$ cat src/rtl/fetch_unit.sv
// fetch_unit: owns the PC, registers ROM data into ir_o, handles start/branch/stall/halt; FETCH_COUNT_EN adds fetch_cnt_o
module fetch_unit #(
  parameter logic [7:0] PROG0_START = 8'h00,
  parameter logic [7:0] PROG1_START = 8'h3D,
  parameter logic [7:0] PROG2_START = 8'h6D,
  parameter logic [7:0] HALT_OPCODE = 8'b00000010
) (
  input  logic        clck,
  input  logic        reset,
  input  logic        start_i,
  input  logic [1:0]  prog_sel_i,
  input  logic        stall_i,
  input  logic        branch_i,
  input  logic [7:0]  branch_target_i,
  input  logic [7:0]  instr_i,
  output logic [7:0]  pc_o,
  output logic [7:0]  ir_o,
  output logic [7:0]  ir_pc_o,
  output logic        ir_valid_o,
  output logic        busy_o,
  output logic        done_o,
  output logic        wrap_o,
  output logic [15:0] fetch_cnt_o
);
  typedef enum logic [1:0] {IDLE, RUN, HALTED} state_t;
  state_t state;
  logic [7:0] start_pc;
  // program select 3 falls back to the first program
  always_comb start_pc = prog_sel_i == 2'd1 ? PROG1_START : prog_sel_i == 2'd2 ? PROG2_START : PROG0_START;
  assign busy_o = state == RUN;
  assign done_o = state == HALTED;
  // fetch FSM: stall beats branch beats normal fetch; a halt opcode is captured and freezes the PC
  always_ff @(posedge clck or posedge reset)
    if (reset) begin
      state      <= IDLE;
      pc_o       <= 8'h00;
      ir_o       <= 8'h00;
      ir_pc_o    <= 8'h00;
      ir_valid_o <= 1'b0;
      wrap_o     <= 1'b0;
    end else if (state != RUN) begin
      if (start_i) begin
        state      <= RUN;
        pc_o       <= start_pc;
        ir_valid_o <= 1'b0;
        wrap_o     <= 1'b0;
      end else if (state == HALTED)
        ir_valid_o <= ir_valid_o & stall_i;
    end else if (!stall_i) begin
      if (branch_i) begin
        pc_o       <= branch_target_i;
        ir_valid_o <= 1'b0;
      end else begin
        ir_o       <= instr_i;
        ir_pc_o    <= pc_o;
        ir_valid_o <= 1'b1;
        if (pc_o == 8'hFF) wrap_o <= 1'b1;
        if (instr_i == HALT_OPCODE) state <= HALTED;
        else pc_o <= pc_o + 8'd1;
      end
    end
`ifdef FETCH_COUNT_EN
  logic [15:0] cnt;
  logic fetch;
  assign fetch = state == RUN && !stall_i && !branch_i;
  assign fetch_cnt_o = cnt;
  // saturating count of normal-path fetches, cleared by a program launch
  always_ff @(posedge clck or posedge reset)
    if (reset) cnt <= 16'h0000;
    else if (state != RUN && start_i) cnt <= 16'h0000;
    else if (fetch && cnt != 16'hFFFF) cnt <= cnt + 16'd1;
`else
  assign fetch_cnt_o = 16'h0000;
`endif
endmodule

$ cat config.mk
export PLATFORM = sky130hd
export DESIGN_NAME = fetch_unit
export DESIGN_NICKNAME = d
export VERILOG_FILES = /design/src/rtl/fetch_unit.sv
export SDC_FILE = /design/constraint.sdc
export NUM_CORES = 1
export LEC_CHECK = 0
export ABC_AREA = 1
export CAP_MARGIN = 20
export CORE_UTILIZATION = 43
export CTS_CLUSTER_DIAMETER = 60
export DETAILED_ROUTE_END_ITERATION = 10
export PLACE_DENSITY = 0.79
export SLEW_MARGIN = 20
export SYNTH_ARGS = -nofsm -noshare
export SYNTH_HDL_FRONTEND = slang
export SYNTH_SLANG_ARGS = --single-unit
$ cat constraint.sdc
create_clock -name clck -period 1.43 [get_ports clck]
set_input_delay 0.286 -clock clck [delete_from_list [all_inputs] [get_ports clck]]
set_output_delay 0.286 -clock clck [all_outputs]
set_load 0.05 [all_outputs]
* Word level (Yosys, flattened, before mapping)
Cells that the tools add are included.
Storage, ports and cells: register bits 28, input bits 23, output and inout port bits 44, logic and storage cells 52
Cells by class: add/subtract/negate cells 1, equality and inequality tests 12, multiplexer cells 22, bitwise logic cells 4, reduce and logical (&&, ||, !) cells 7
Operators by type and width (count):
- $mux 8 | 5
- $mux 7 | 2
- $mux 1 | 10
- $mux 2 | 5
- $add 8x1->8 const B | 1
- $eq 8x2->1 const B | 1
- $eq 8x8->1 const B | 1
- $reduce_and 4->1 | 2
- $ne 2x1->1 const B | 3
- $ne 3x3->1 const B | 2
- $reduce_and 3->1 | 2
- $eq 2x1->1 const B | 2
- $eq 2x2->1 const B | 2
- $reduce_bool 2->1 | 2
- $not 1->1 | 3
- $ne 2x2->1 const B | 1
- $reduce_and 2->1 | 1
- $and 1x1->1 | 1

* Logic depth before layout (Yosys ltp)
word-level depth 5, mapped depth 9, mapped depth without buffers 9

* Worst setup path after synthesis
No wires, ideal clock.
path kind reg2reg, from register pc_o[1], to register wrap_o, library setup time 0.123 ns, data arrival time 1.527 ns, data required time 1.307 ns, path slack -0.220 ns, cell stages (with the launch flop) 9, path buffers 0, period minus slack after synthesis 1.650 ns, cell sequence dfrtp_1 > ha_1 > nand2_1 > inv_1 > nand2_1 > o21ai_0 > nand2_1 > nand2_1 > o21ai_1
Between the ends: cells in the longest elaborated chain, start to end 3
RTL lines:
- start, declared | RTL line 16 | output logic [7:0] pc_o,
- start signal, assigned | RTL line 44 | pc_o <= start_pc;
- start signal, assigned | RTL line 51 | pc_o <= branch_target_i;
- start signal, assigned | RTL line 59 | else pc_o <= pc_o + 8'd1;
- $eq 8x8->1 | RTL line 57 | if (pc_o == 8'hFF) wrap_o <= 1'b1;
- $reduce_bool 2->1 (no line)
- $reduce_and 4->1 (no line)
- end signal, assigned | RTL line 40 | wrap_o <= 1'b0;
- end signal, assigned | RTL line 46 | wrap_o <= 1'b0;
- end signal, assigned | RTL line 57
- end, declared | RTL line 22 | output logic wrap_o,
Every way passes these cells. A chain may end at the register's enable or synchronous reset.

* Worst setup path after layout
from register state[0], to output busy_o
Between the ends: cells in the longest elaborated chain, start to end 1
RTL lines:
- start, declared | RTL line 26 | state_t state;
- start signal, assigned | RTL line 35 | state <= IDLE;
- start signal, assigned | RTL line 43 | state <= RUN;
- start signal, assigned | RTL line 58 | if (instr_i == HALT_OPCODE) state <= HALTED;
- $eq 2x1->1 | RTL line 30 | assign busy_o = state == RUN;
- end, declared | RTL line 20 | output logic busy_o,
Every way passes these cells.

==> flow_summary_export.csv <==
group,metric,value,unit
clocking,clock_sink_count,28,
critical_path,crit_path_max_fanout,3,
sta,fin_tns_setup,0,ns
synthesis,ys_seq_area_share,43.0,%
clocking,clock_insertion_delay_worst_skew,0.28,ns
clocking,clock_root_buffer,"sky130_fd_sc_hd__clkbuf_8",
routing,detail_route.vias_per_cell,4.91,
critical_path,crit_start,"state[0]$_DFFE_PP0P_",
floorplan,design.core.area,0.00366,mm^2
sta,fin_crit,1.41,ns
pwr,power.density,1280,mW/mm^2
placement,placement.setup.worst_slack,-0.220,ns
floorplan,initial_utilization,44.5,%
floorplan,die-area,0.00404,mm^2
floorplan,die_boundary_width,63.6,um
synthesis,synth.distinct_cells,27,
routing,postRouteWirelength,4.28,mm
synthesis,post_synth_instance_area,0.00163,mm^2
synthesis,synthCells,208,
synthesis,synth_warnings,0,
placement,globalplace.congestion,0.917,
critical_path,startpoint_type,"register",
routing,drt_iter0_drc,92,
sta,finalHoldViolCount,0,
cells_and_area,nets,305,
placement,dp_hpwl,3.14,mm
critical_path,cp_endpoint_kind,"primary output",
cells_and_area,mostFrequentLayoutCell,"sky130_fd_sc_hd__nand2_1",
synthesis,post-synth-top-area-fraction,43.0,%
global_routing,grt_antenna_before_repair,0,
global_routing,grt_start_max_net_pins,29,
placement,place.port_buffers,50,
pwr,irDropWorstVdd,0.648,mV
sta,period_share,98.4,%
synthesis,yosys.area.top_type,"sky130_fd_sc_hd__dfrtp_1",
outcome,run_status,"complete, no violations",
synthesis,syn-mean-instance-area,7.84,um^2
pwr,post_layout_total_power,3.44,mW
routing,via_count,1601,
clocking,cts_hold_repair.buffers,0,
cells_and_area,fraction_of_layout_instances_using_a_drive_strength_above_1,29.1,%
routing,drt_drc_violations_left,0,
critical_path,critPathRequiredTime,1.14,ns
sta,unrepaired_setup_endpoints_after_global_routing,"yes",
global_routing,global_route.usage.total,21.3,%
critical_path,crit_arrival,1.12,ns
cells_and_area,post-route-util,73.5,%
sta,finalClockSkew,0.00523,ns
routing,final_antenna_net_count,0,
floorplan,pin_count,67,
critical_path,regToRegStartpoint,"state[1]$_DFFE_PP0P_",
cells_and_area,diodes,0,
floorplan,cell_rows,22,
cells_and_area,flow.area_growth_from_synthesis,65.2,%
critical_path,path_type_of_the_worst_setup_path,"register to primary output",
pwr,static-leakage-power,1.34,nW
cells_and_area,layout_common_cells,"sky130_fd_sc_hd__nand2_1 (58), sky130_fd_sc_hd__buf_12 (29), sky130_fd_sc_hd__inv_1 (25), sky130_fd_sc_hd__dfrtp_1 (23), sky130_fd_sc_hd__clkdlybuf4s50_1 (22)",
clocking,numCtsBuffers,3,
clocking,clk_path_buf_depth,2,
global_routing,grt_pass1_wl,6.80,mm
floorplan,die_h,63.6,um
sta,setup_ws,0.0233,ns
synthesis,synth_seq_cells,28,
global_routing,grt_pass1_vias,1537,
sta,final-setup-viol-count,0,
run,maxCapViolations,0,
clocking,clk_pin_slew_worst_paths,0.10,ns
hold_path,hold_path.class,"primary input to async pin",
global_routing,grt_overflow_total,0,
sta,fmaxAchievable,711,MHz
synthesis,yosys-top-cells-area,"sky130_fd_sc_hd__dfrtp_1 (43%), sky130_fd_sc_hd__nand2_1 (14%), sky130_fd_sc_hd__buf_4 (7.4%), sky130_fd_sc_hd__inv_1 (6.2%), sky130_fd_sc_hd__o21ai_0 (6.1%)",
routing,wl_per_cell,13.1,um
sta,pins_over_their_slew_limit,0,
clocking,cts-htree-levels,1,
clocking,cts_tree,"yes",
routing,first_pass_iters,4,
cells_and_area,filler_cell_count,253,
==> final cells by class <==
class	instances	area, um^2	area share [%]
Clock inverter	1	30.0	1.12
Inverter	29	111	4.14
Multi-Input combinational cell	148	796	29.6
Timing Repair Buffer	69	947	35.2
Tap cell	48	60.1	2.23
Sequential cell	28	707	26.3
Clock buffer	3	41.3	1.53
==> Yosys cell counts <==
cell                       count
sky130_fd_sc_hd__nand2_1      62
sky130_fd_sc_hd__dfrtp_1      28
sky130_fd_sc_hd__nor2_8        1
sky130_fd_sc_hd__o21ai_2       2
sky130_fd_sc_hd__nand2_4       3
sky130_fd_sc_hd__conb_1        1
sky130_fd_sc_hd__inv_2         1
sky130_fd_sc_hd__o21ai_1       2
sky130_fd_sc_hd__inv_4         1
sky130_fd_sc_hd__or2_2         1
sky130_fd_sc_hd__nand3_1      11
sky130_fd_sc_hd__o211ai_1      1
sky130_fd_sc_hd__inv_1        27
sky130_fd_sc_hd__nor3_1        1
sky130_fd_sc_hd__buf_2         1
sky130_fd_sc_hd__nor2_1       13
sky130_fd_sc_hd__o21ai_0      20
sky130_fd_sc_hd__o31ai_1       1
sky130_fd_sc_hd__clkbuf_1      1
sky130_fd_sc_hd__buf_6         1
sky130_fd_sc_hd__a21oi_1       2
sky130_fd_sc_hd__buf_4        16
sky130_fd_sc_hd__ha_1          3
sky130_fd_sc_hd__nor2_4        1
sky130_fd_sc_hd__nand4_1       3
sky130_fd_sc_hd__a22oi_1       1
sky130_fd_sc_hd__mux2_4        3
==> flip-flops by register name, summed over array words and instances, names as in the netlist <==
signal,count
ir_o,8
ir_pc_o,8
ir_valid_o,1
pc_o,8
state,2
wrap_o,1
==> stage by stage <==
| stage | cell area (um^2) | cells | hold slack, ns |
|---|---|---|---|
| detailed placement | 2520 | 318 | 0.538 |
| finish | 2690 | 326 | 0.368 |
| global route | 2690 | 326 | 0.414 |
| CTS | 2620 | 324 | 0.383 |
| global placement | 2520 | 318 | 0.524 |
| floorplan | 1690 | 223 | 0.351 |
==> routing by layer <==
layer / share of wire (%) / track usage [%]
met1: 40 / 26.8
met2: 51 / 37.6
met3: 5.9 / 1.45
met4: 3.3 / 7.95
met5: 0 / 0
==> logic make-up after synthesis <==
kind of cell	after synthesis	synth area share, %
buffers and inverters	48	15.4
and+or+nand+nor	96	26.5
other	1	0.230
adders and majority gates	3	2.30
AOI/OAI and AO/OA	29	9.82
DFF	28	43.0
muxes	3	2.76
==> where the power goes <==
part / switching [mW] / leakage (nW) / total, mW / internal (mW)
logic: 0.922 / 0.960 / 1.69 / 0.771
registers: 0.183 / 0.341 / 1.12 / 0.937
clock network: 0.256 / 0.0357 / 0.632 / 0.375
total: 1.36 / 1.34 / 3.44 / 2.08
==> worst paths after layout <==
kind                       cells after the start  slack [ns]                endpoint
max                                            4        0.02                  busy_o
max reg2reg                                    7        0.03  ir_valid_o$_DFFE_PP0P_
min reg2reg                                    2        0.56     ir_o[3]$_DFFE_PP0P_
min in group clck                              2        0.56     ir_o[3]$_DFFE_PP0P_
min                                            3        0.37  ir_pc_o[6]$_DFFE_PP0P_
max in group asynchronous                      3        0.77     pc_o[1]$_DFFE_PP0P_
==> worst max-delay path: stages, from the launching register on <==
cell and delay, ns:
sky130_fd_sc_hd__dfrtp_2 0.41, sky130_fd_sc_hd__inv_2 0.05, sky130_fd_sc_hd__nor2_4 0.14, sky130_fd_sc_hd__buf_6 0.12, sky130_fd_sc_hd__buf_12 0.12
==> what timing repair did <==
action	CTS	global route
resized for setup	3	21
pin swaps	1	3
setup endpoints to repair	3	12
buffers inserted	2	1
gates cloned	0	1
(Power assumes the default switching activity.)
